$ cat src/rtl/misc_pkg.sv
// +-------------------------------------------------------------------+
// | misc_pkg : shared scalar type aliases                              |
// | Rev 1.0                                                            |
// +-------------------------------------------------------------------+
`default_nettype none

package misc_pkg;
   typedef logic [63:0] U64;
   typedef logic [31:0] U32;
endpackage

`default_nettype wire

$ cat src/rtl/msix_pkg.sv
// +-------------------------------------------------------------------+
// | msix_pkg : MSI-X generator state encoding and vector table entry   |
// | Rev 1.0                                                            |
// +-------------------------------------------------------------------+
`default_nettype none

package msix_pkg;
   import misc_pkg::*;

   typedef enum logic [1:0] {
      IDLE = 2'd0,
      ARB  = 2'd1,
      SEND = 2'd2,
      HOLD = 2'd3
   } msix_state_e;

   typedef struct packed {
      U64   addr;
      U32   data;
      logic mask;
   } msix_vec_t;

   localparam logic MSIX_RST_MASK = 1'b1;
endpackage

`default_nettype wire

$ cat src/rtl/msix_intr_gen_if.sv
// +-------------------------------------------------------------------+
// | msix_intr_gen_if : vector-table config port and message write bus  |
// | Rev 1.0                                                            |
// +-------------------------------------------------------------------+
`default_nettype none

interface msix_intr_gen_if
   import misc_pkg::*;
#(
   parameter int IDX_W = 3
);
   logic             cfg_we;
   logic [IDX_W-1:0] cfg_idx;
   U64               cfg_addr;
   U32               cfg_data;
   logic             cfg_mask;
   logic             wr_valid;
   U64               wr_addr;
   U32               wr_data;
   logic             wr_ready;

   modport master (
      input  cfg_we, cfg_idx, cfg_addr, cfg_data, cfg_mask, wr_ready,
      output wr_valid, wr_addr, wr_data
   );

   modport slave (
      output cfg_we, cfg_idx, cfg_addr, cfg_data, cfg_mask, wr_ready,
      input  wr_valid, wr_addr, wr_data
   );
endinterface

`default_nettype wire

$ cat src/rtl/msix_rr_arb.sv
// +-------------------------------------------------------------------+
// | msix_rr_arb : combinational round-robin pick starting at ptr       |
// | Rev 1.0                                                            |
// +-------------------------------------------------------------------+
`default_nettype none

module msix_rr_arb #(
   parameter int NUM_VEC = 8,
   parameter int IDX_W   = $clog2(NUM_VEC)
) (
   input  logic [NUM_VEC-1:0] req,
   input  logic [IDX_W-1:0]   ptr,
   output logic [IDX_W-1:0]   grant,
   output logic               valid
);
   int idx;

   // Scan from the farthest offset down so the request nearest ptr wins last.
   always_comb begin
      grant = '0;
      valid = 1'b0;
      idx   = 0;
      for (int i = NUM_VEC - 1; i >= 0; i--) begin
         idx = int'(ptr) + i;
         if (idx >= NUM_VEC) idx = idx - NUM_VEC;
         if (req[idx[IDX_W-1:0]]) begin
            grant = idx[IDX_W-1:0];
            valid = 1'b1;
         end
      end
   end
endmodule

`default_nettype wire

$ cat src/rtl/msix_intr_gen.sv
// +-------------------------------------------------------------------+
// | msix_intr_gen : MSI-X vector table, PBA and message write issuer   |
// | Optional macro MSIX_HOLDOFF_EN adds a HOLD gap after each message. |
// | Rev 1.0                                                            |
// +-------------------------------------------------------------------+
`default_nettype none

module msix_intr_gen
   import misc_pkg::*;
   import msix_pkg::*;
#(
   parameter int NUM_VEC = 8,
   parameter int IDX_W   = $clog2(NUM_VEC),
   parameter int HOLDOFF = 16
) (
   input  logic               clk,
   input  logic               rst_n,
   input  logic               msix_en,
   input  logic               func_mask,
   input  logic [NUM_VEC-1:0] intr_req,
   output logic [NUM_VEC-1:0] pba,
   output logic               busy,
   msix_intr_gen_if.master    bus
);
   if (NUM_VEC < 2 || NUM_VEC > 64 || HOLDOFF < 1) begin : g_bad_param
      $error("msix_intr_gen: illegal NUM_VEC or HOLDOFF");
   end

   logic [1:0]         rst_sync;
   logic               rst_i_n;
   msix_vec_t          table_q [NUM_VEC];
   logic [NUM_VEC-1:0] pba_q, pba_nxt, clr_vec, mask_vec, elig_vec, elig_nxt;
   msix_state_e        state, state_nxt;
   logic [IDX_W-1:0]   ptr, pick, arb_grant;
   logic               arb_valid, hs, glb_en;
   U64                 addr_q;
   U32                 data_q;

   // Reset asserts asynchronously but releases on a clock edge.
   always_ff @(posedge clk or negedge rst_n) begin
      if (!rst_n) rst_sync <= 2'b00;
      else        rst_sync <= {rst_sync[0], 1'b1};
   end
   assign rst_i_n = rst_sync[1];

   always_ff @(posedge clk or negedge rst_i_n) begin
      if (!rst_i_n) begin
         for (int i = 0; i < NUM_VEC; i++)
            table_q[i] <= '{addr: '0, data: '0, mask: MSIX_RST_MASK};
      end else if (bus.cfg_we && (32'(bus.cfg_idx) < NUM_VEC)) begin
         table_q[bus.cfg_idx] <= '{addr: bus.cfg_addr & ~64'h3,
                                   data: bus.cfg_data,
                                   mask: bus.cfg_mask};
      end
   end

   for (genvar g = 0; g < NUM_VEC; g++) begin : g_mask
      assign mask_vec[g] = table_q[g].mask;
   end

   assign glb_en = msix_en & ~func_mask;
   assign hs     = (state == SEND) & bus.wr_ready;

   always_comb begin
      clr_vec = '0;
      if (hs) clr_vec[pick] = 1'b1;
   end

   // A new event in the same cycle as its clear keeps the bit set.
   assign pba_nxt  = (pba_q & ~clr_vec) | intr_req;
   assign elig_vec = pba_q   & ~mask_vec & {NUM_VEC{glb_en}};
   assign elig_nxt = pba_nxt & ~mask_vec & {NUM_VEC{glb_en}};

   always_ff @(posedge clk or negedge rst_i_n) begin
      if (!rst_i_n) pba_q <= '0;
      else          pba_q <= pba_nxt;
   end

   msix_rr_arb #(
      .NUM_VEC (NUM_VEC),
      .IDX_W   (IDX_W)
   ) u_arb (
      .req   (elig_vec),
      .ptr   (ptr),
      .grant (arb_grant),
      .valid (arb_valid)
   );

   always_ff @(posedge clk or negedge rst_i_n) begin
      if (!rst_i_n) begin
         addr_q <= '0;
         data_q <= '0;
         pick   <= '0;
         ptr    <= '0;
      end else if (state == ARB && arb_valid) begin
         addr_q <= table_q[arb_grant].addr;
         data_q <= table_q[arb_grant].data;
         pick   <= arb_grant;
         ptr    <= (arb_grant == IDX_W'(NUM_VEC - 1)) ? '0 : arb_grant + 1'b1;
      end
   end

`ifdef MSIX_HOLDOFF_EN
   localparam int HOLD_W = (HOLDOFF > 1) ? $clog2(HOLDOFF) : 1;
   logic [HOLD_W-1:0] hold_cnt;

   always_ff @(posedge clk or negedge rst_i_n) begin
      if (!rst_i_n)                          hold_cnt <= '0;
      else if (hs)                           hold_cnt <= HOLD_W'(HOLDOFF - 1);
      else if (state == HOLD && hold_cnt != '0) hold_cnt <= hold_cnt - 1'b1;
   end
`endif

   always_ff @(posedge clk or negedge rst_i_n) begin
      if (!rst_i_n) state <= IDLE;
      else          state <= state_nxt;
   end

   always_comb begin
      state_nxt = state;
      case (state)
         IDLE: if (|elig_nxt) state_nxt = ARB;
         ARB:  state_nxt = arb_valid ? SEND : IDLE;
         SEND: begin
            if (hs) begin
`ifdef MSIX_HOLDOFF_EN
               state_nxt = HOLD;
`else
               state_nxt = (|elig_nxt) ? ARB : IDLE;
`endif
            end
         end
         HOLD: begin
`ifdef MSIX_HOLDOFF_EN
            if (hold_cnt == '0) state_nxt = IDLE;
`else
            state_nxt = IDLE;
`endif
         end
         default: state_nxt = IDLE;
      endcase
   end

   always_comb begin
      bus.wr_valid = (state == SEND);
      bus.wr_addr  = addr_q;
      bus.wr_data  = data_q;
      busy         = (state != IDLE);
      pba          = pba_q;
   end
endmodule

`default_nettype wire
$ cat src/flat_wrapper.sv
// flat-port wrapper written by rule: the top's interface ports become plain ports
module msix_intr_gen_flat import misc_pkg::*; import msix_pkg::*;
#(
   parameter int NUM_VEC = 8,
   parameter int IDX_W   = $clog2(NUM_VEC),
   parameter int HOLDOFF = 16
)
  (clk, rst_n, msix_en, func_mask, intr_req, pba, busy, bus_cfg_we, bus_cfg_idx, bus_cfg_addr, bus_cfg_data, bus_cfg_mask, bus_wr_ready, bus_wr_valid, bus_wr_addr, bus_wr_data);
  msix_intr_gen_if #(.IDX_W(IDX_W)) bus_i ();
  input  logic clk;
  input  logic rst_n;
  input  logic msix_en;
  input  logic func_mask;
  input  logic [NUM_VEC-1:0] intr_req;
  output logic [NUM_VEC-1:0] pba;
  output logic busy;
  input wire logic [$bits(bus_i.cfg_we)-1:0] bus_cfg_we;
  input wire logic [$bits(bus_i.cfg_idx)-1:0] bus_cfg_idx;
  input wire logic [$bits(bus_i.cfg_addr)-1:0] bus_cfg_addr;
  input wire logic [$bits(bus_i.cfg_data)-1:0] bus_cfg_data;
  input wire logic [$bits(bus_i.cfg_mask)-1:0] bus_cfg_mask;
  input wire logic [$bits(bus_i.wr_ready)-1:0] bus_wr_ready;
  output wire logic [$bits(bus_i.wr_valid)-1:0] bus_wr_valid;
  output wire logic [$bits(bus_i.wr_addr)-1:0] bus_wr_addr;
  output wire logic [$bits(bus_i.wr_data)-1:0] bus_wr_data;
  assign bus_i.cfg_we = bus_cfg_we;
  assign bus_i.cfg_idx = bus_cfg_idx;
  assign bus_i.cfg_addr = bus_cfg_addr;
  assign bus_i.cfg_data = bus_cfg_data;
  assign bus_i.cfg_mask = bus_cfg_mask;
  assign bus_i.wr_ready = bus_wr_ready;
  assign bus_wr_valid = bus_i.wr_valid;
  assign bus_wr_addr = bus_i.wr_addr;
  assign bus_wr_data = bus_i.wr_data;
  msix_intr_gen #(.NUM_VEC(NUM_VEC), .IDX_W(IDX_W), .HOLDOFF(HOLDOFF)) u_core (.clk(clk), .rst_n(rst_n), .msix_en(msix_en), .func_mask(func_mask), .intr_req(intr_req), .pba(pba), .busy(busy), .bus(bus_i));
endmodule
$ cat config.mk
export PLATFORM = sky130hd
export DESIGN_NAME = msix_intr_gen_flat
export DESIGN_NICKNAME = d
export VERILOG_FILES = /design/src/rtl/misc_pkg.sv /design/src/rtl/msix_pkg.sv /design/src/rtl/msix_intr_gen_if.sv /design/src/rtl/msix_rr_arb.sv /design/src/rtl/msix_intr_gen.sv /design/src/flat_wrapper.sv
export SDC_FILE = /design/constraint.sdc
export NUM_CORES = 2
export LEC_CHECK = 0
export ABC_AREA = 1
export BUFFER_PORTS_ARGS = -buffer_cell sky130_fd_sc_hd__buf_2
export CORE_UTILIZATION = 45
export DETAILED_ROUTE_END_ITERATION = 8
export SLEW_MARGIN = 0
export SYNTH_ARGS = -nofsm -noshare
export SYNTH_HDL_FRONTEND = slang
export SYNTH_SLANG_ARGS = --single-unit
export TNS_END_PERCENT = 5
$ cat constraint.sdc
create_clock -name clk -period 33.7 [get_ports clk]
set_input_delay 5.055 -clock clk [delete_from_list [all_inputs] [get_ports clk]]
set_output_delay 5.055 -clock clk [all_outputs]
set_load 0.02 [all_outputs]
==> summary.txt <==
Run status
  – Outcome: completed

Clock tree
  – H-tree depth: 3
  – Cts hold-fix bufs: 0
  – Root buf cell: clkbuf_16
  – Clk buf depth: 3
  – TritonCTS clock tree: built
  – Clk_lat worst skew: approximately 0.65 ns
  – Clock Sink Count: roughly 870
  – Post-CTS resize count: 0
  – Setup Buffers After CTS: 0
  – Clock transition at the registers of the reported paths: about 0.06 ns
  – CTS Buf Count: 96

Placement
  – Post-DP HPWL: between 50 and 60 mm
  – IO Port Bufs: 215
  – GP Congestion: a little over 0.8

Drt
  – Detailed Route WL: 111 mm
  – Routed vias: 32974
  – Routed Antenna Nets: 0
  – DR WL/cell: between 15 and 20 µm
  – Via-to-Cell Ratio: approximately 5.2
  – DR iter-0 viols: 2959
  – 1st-pass router iterations: 6
  – DRC: 0

STA
  – Worst Max-Slew Pin Slew: 1.10 ns
  – Clock skew: 0.0184 ns
  – Setup TNS: 0 ns
  – Post-layout min period: roughly 9.2 ns
  – Period utilization: 0.272
  – Slew HR: 0.264
  – Setup-failing EPs final: 0
  – Hold Violations, Final: 0
  – Slew Viols, Final: 0
  – Highest clock rate: between 100 and 150 MHz
  – RSZ-0062 raised after global routing: false

Layout
  – Commonest non-fill, non-tap cell in the layout: nand2_1
  – Antenna diodes: 0
  – Fin nets: ~5200
  – Fill count: 8692
  – Share of cells above drive strength 1: 0.0955
  – Area grow syn2layout: 11.7%
  – Most frequent cells in the layout: nand2_1 (2119), dfrtp_1 (863), o21ai_0 (673)

Floorplanning
  – Die X: between 200 and 300 µm
  – Initial Util: 0.456
  – DIE AREA: 89500 µm²
  – Rows: between 100 and 150
  – Ports: between 200 and 250
  – Vert. Die Dim: 299 µm
  – Core ar.: just under 90000 µm²

Flow run
  – Max-cap viol count: 0

Global routing
  – Initial antenna violation count: 0
  – Pin count of the biggest net entering global routing: 193
  – GRT Total Usage: 0.252
  – Vias in the first global route: between 30000 and 40000
  – Global route total overflow: 0
  – Global-route wire length before repair: between 150 and 200 mm

Logic synthesis
  – Seq/Total Area, Yosys: 0.549
  – Post-synth top area share: 0.544
  – Yosys top cell by area: dfrtp_1
  – Synth Area per Inst: roughly 8 µm²
  – YS warnings: 0
  – Post-Syn Instances: between 5000 and 6000
  – Flops & latches, synth: approximately 870
  – Synth top area cells: dfrtp_1 (54%), nand2_1 (20%), o21ai_0 (8.5%)
  – Synth cell types: 32
  – Post-Synthesis Cell Area: around 40000 µm²

Worst hold path
  – Worst hold-check path type: reg -> reg

Setup path
  – CP Capture Type: register
  – WS Path Type: in -> reg
  – CP Max Fanout: around 110
  – WP data arrival: 9.72 ns
  – CP required: ~34 ns
  – Startpoint Class: primary input
-- final cells by class --
class	count	area [µm²]	area share
clock buffers	142	2920	0.0658
flip-flops and latches	872	21800	0.492
clock inverters	30	378	0.00851
well taps	1155	1450	0.0325
repair buffers	256	1460	0.0329
multi-input cells	3681	15800	0.356
inverters	148	569	0.0128
-- path summary, 6_finish.rpt --
kind | slack, ns | startpoint | endpoint | cells after the start
min in group asynchronous | 0.37 | u_core.rst_sync[1]$_DFF_PN0_ | u_core.table_q[501]$_DFFE_PN0P_ | 0
worst max-delay path | 24.54 | func_mask | u_core.bus.wr_addr[21]$_DFFE_PN0P_ | 21
worst max register to register | 28.07 | u_core.ptr[0]$_DFFE_PN0P_ | u_core.bus.wr_addr[21]$_DFFE_PN0P_ | 21
worst min register to register | 0.36 | u_core.rst_sync[0]$_DFF_PN0_ | u_core.rst_sync[1]$_DFF_PN0_ | 0
max in group asynchronous | 29.40 | rst_n | u_core.rst_sync[1]$_DFF_PN0_ | 1
worst min-delay path | 0.36 | u_core.rst_sync[0]$_DFF_PN0_ | u_core.rst_sync[1]$_DFF_PN0_ | 0
-- cells by family after synthesis --
logic type | share of synthesized area
buffers and inverters | 0.0568
AOI/OAI and AO/OA | 0.105
and+or+nand+nor | 0.287
other | 0.000189
DFF | 0.549
xor gates and xnor gates | 0.000661
adders and majority gates | 0.00126
-- cell usage after synthesis, drive strengths merged --
master and number:
a41oi 1, nand2 2133, nand3 466, ha 4, inv 148, o22ai 2, a21oi 145, xnor2 1
xor2 2, buf 112, o21bai 4, dfstp 8, a221oi 2, or2 41, o21ai 673, a31oi 1
dfrtp 864, nand4 2, nor3 2, clkbuf 238, nor2 199, conb 2
-- sequential cells by signal, indices dropped and copies added (netlist names), 3 cells and up --
name and count:
u_core.table_q 752, u_core.bus.wr_addr 62, u_core.bus.wr_data 32, u_core.mask_vec 8, u_core.pba 8, u_core.pick 3
u_core.ptr 3
-- routing by layer --
metal  part of all wire  track usage
met5                  0            0
met4              0.021       0.0677
met3              0.050       0.0283
met2               0.46        0.405
met1               0.47        0.362
-- worst max-delay path, cell delays in order --
cell,delay (ns)
buf_2,0.11
nor2_4,0.31
nand3_1,0.18
nand3_1,0.18
nand3_1,0.13
nand2_2,0.13
nand2_1,0.06
nand3_1,0.07
nand2_1,0.05
nand2_1,0.05
nand2_1,0.12
nand2_8,0.55
nand2_8,0.54
inv_6,0.82
buf_4,0.74
nand2_1,0.10
nand2_1,0.10
nand2_1,0.05
nand3_1,0.12
nand2_1,0.06
nor2_1,0.11
-- stage by stage --
step / utilization / hold slack (ns) / instances / area [µm²] / setup slack, ns
4_1_cts: 0.509 / 0.360 / 6284 / 44400 / 24.49
3_3_place_gp: 0.472 / 0.335 / 6112 / 41100 / 23.85
5_1_grt: 0.509 / 0.371 / 6284 / 44400 / 23.96
2_1_floorplan: - / 0.331 / 5051 / 39700 / 7.61
3_5_place_dp: 0.472 / 0.347 / 6112 / 41100 / 23.84
6_report: 0.509 / 0.358 / 6284 / 44400 / 24.54
Power is left out: the tool's default activity adds up to more than one toggle a clock period on the data nets, which glitch-free logic cannot reach.
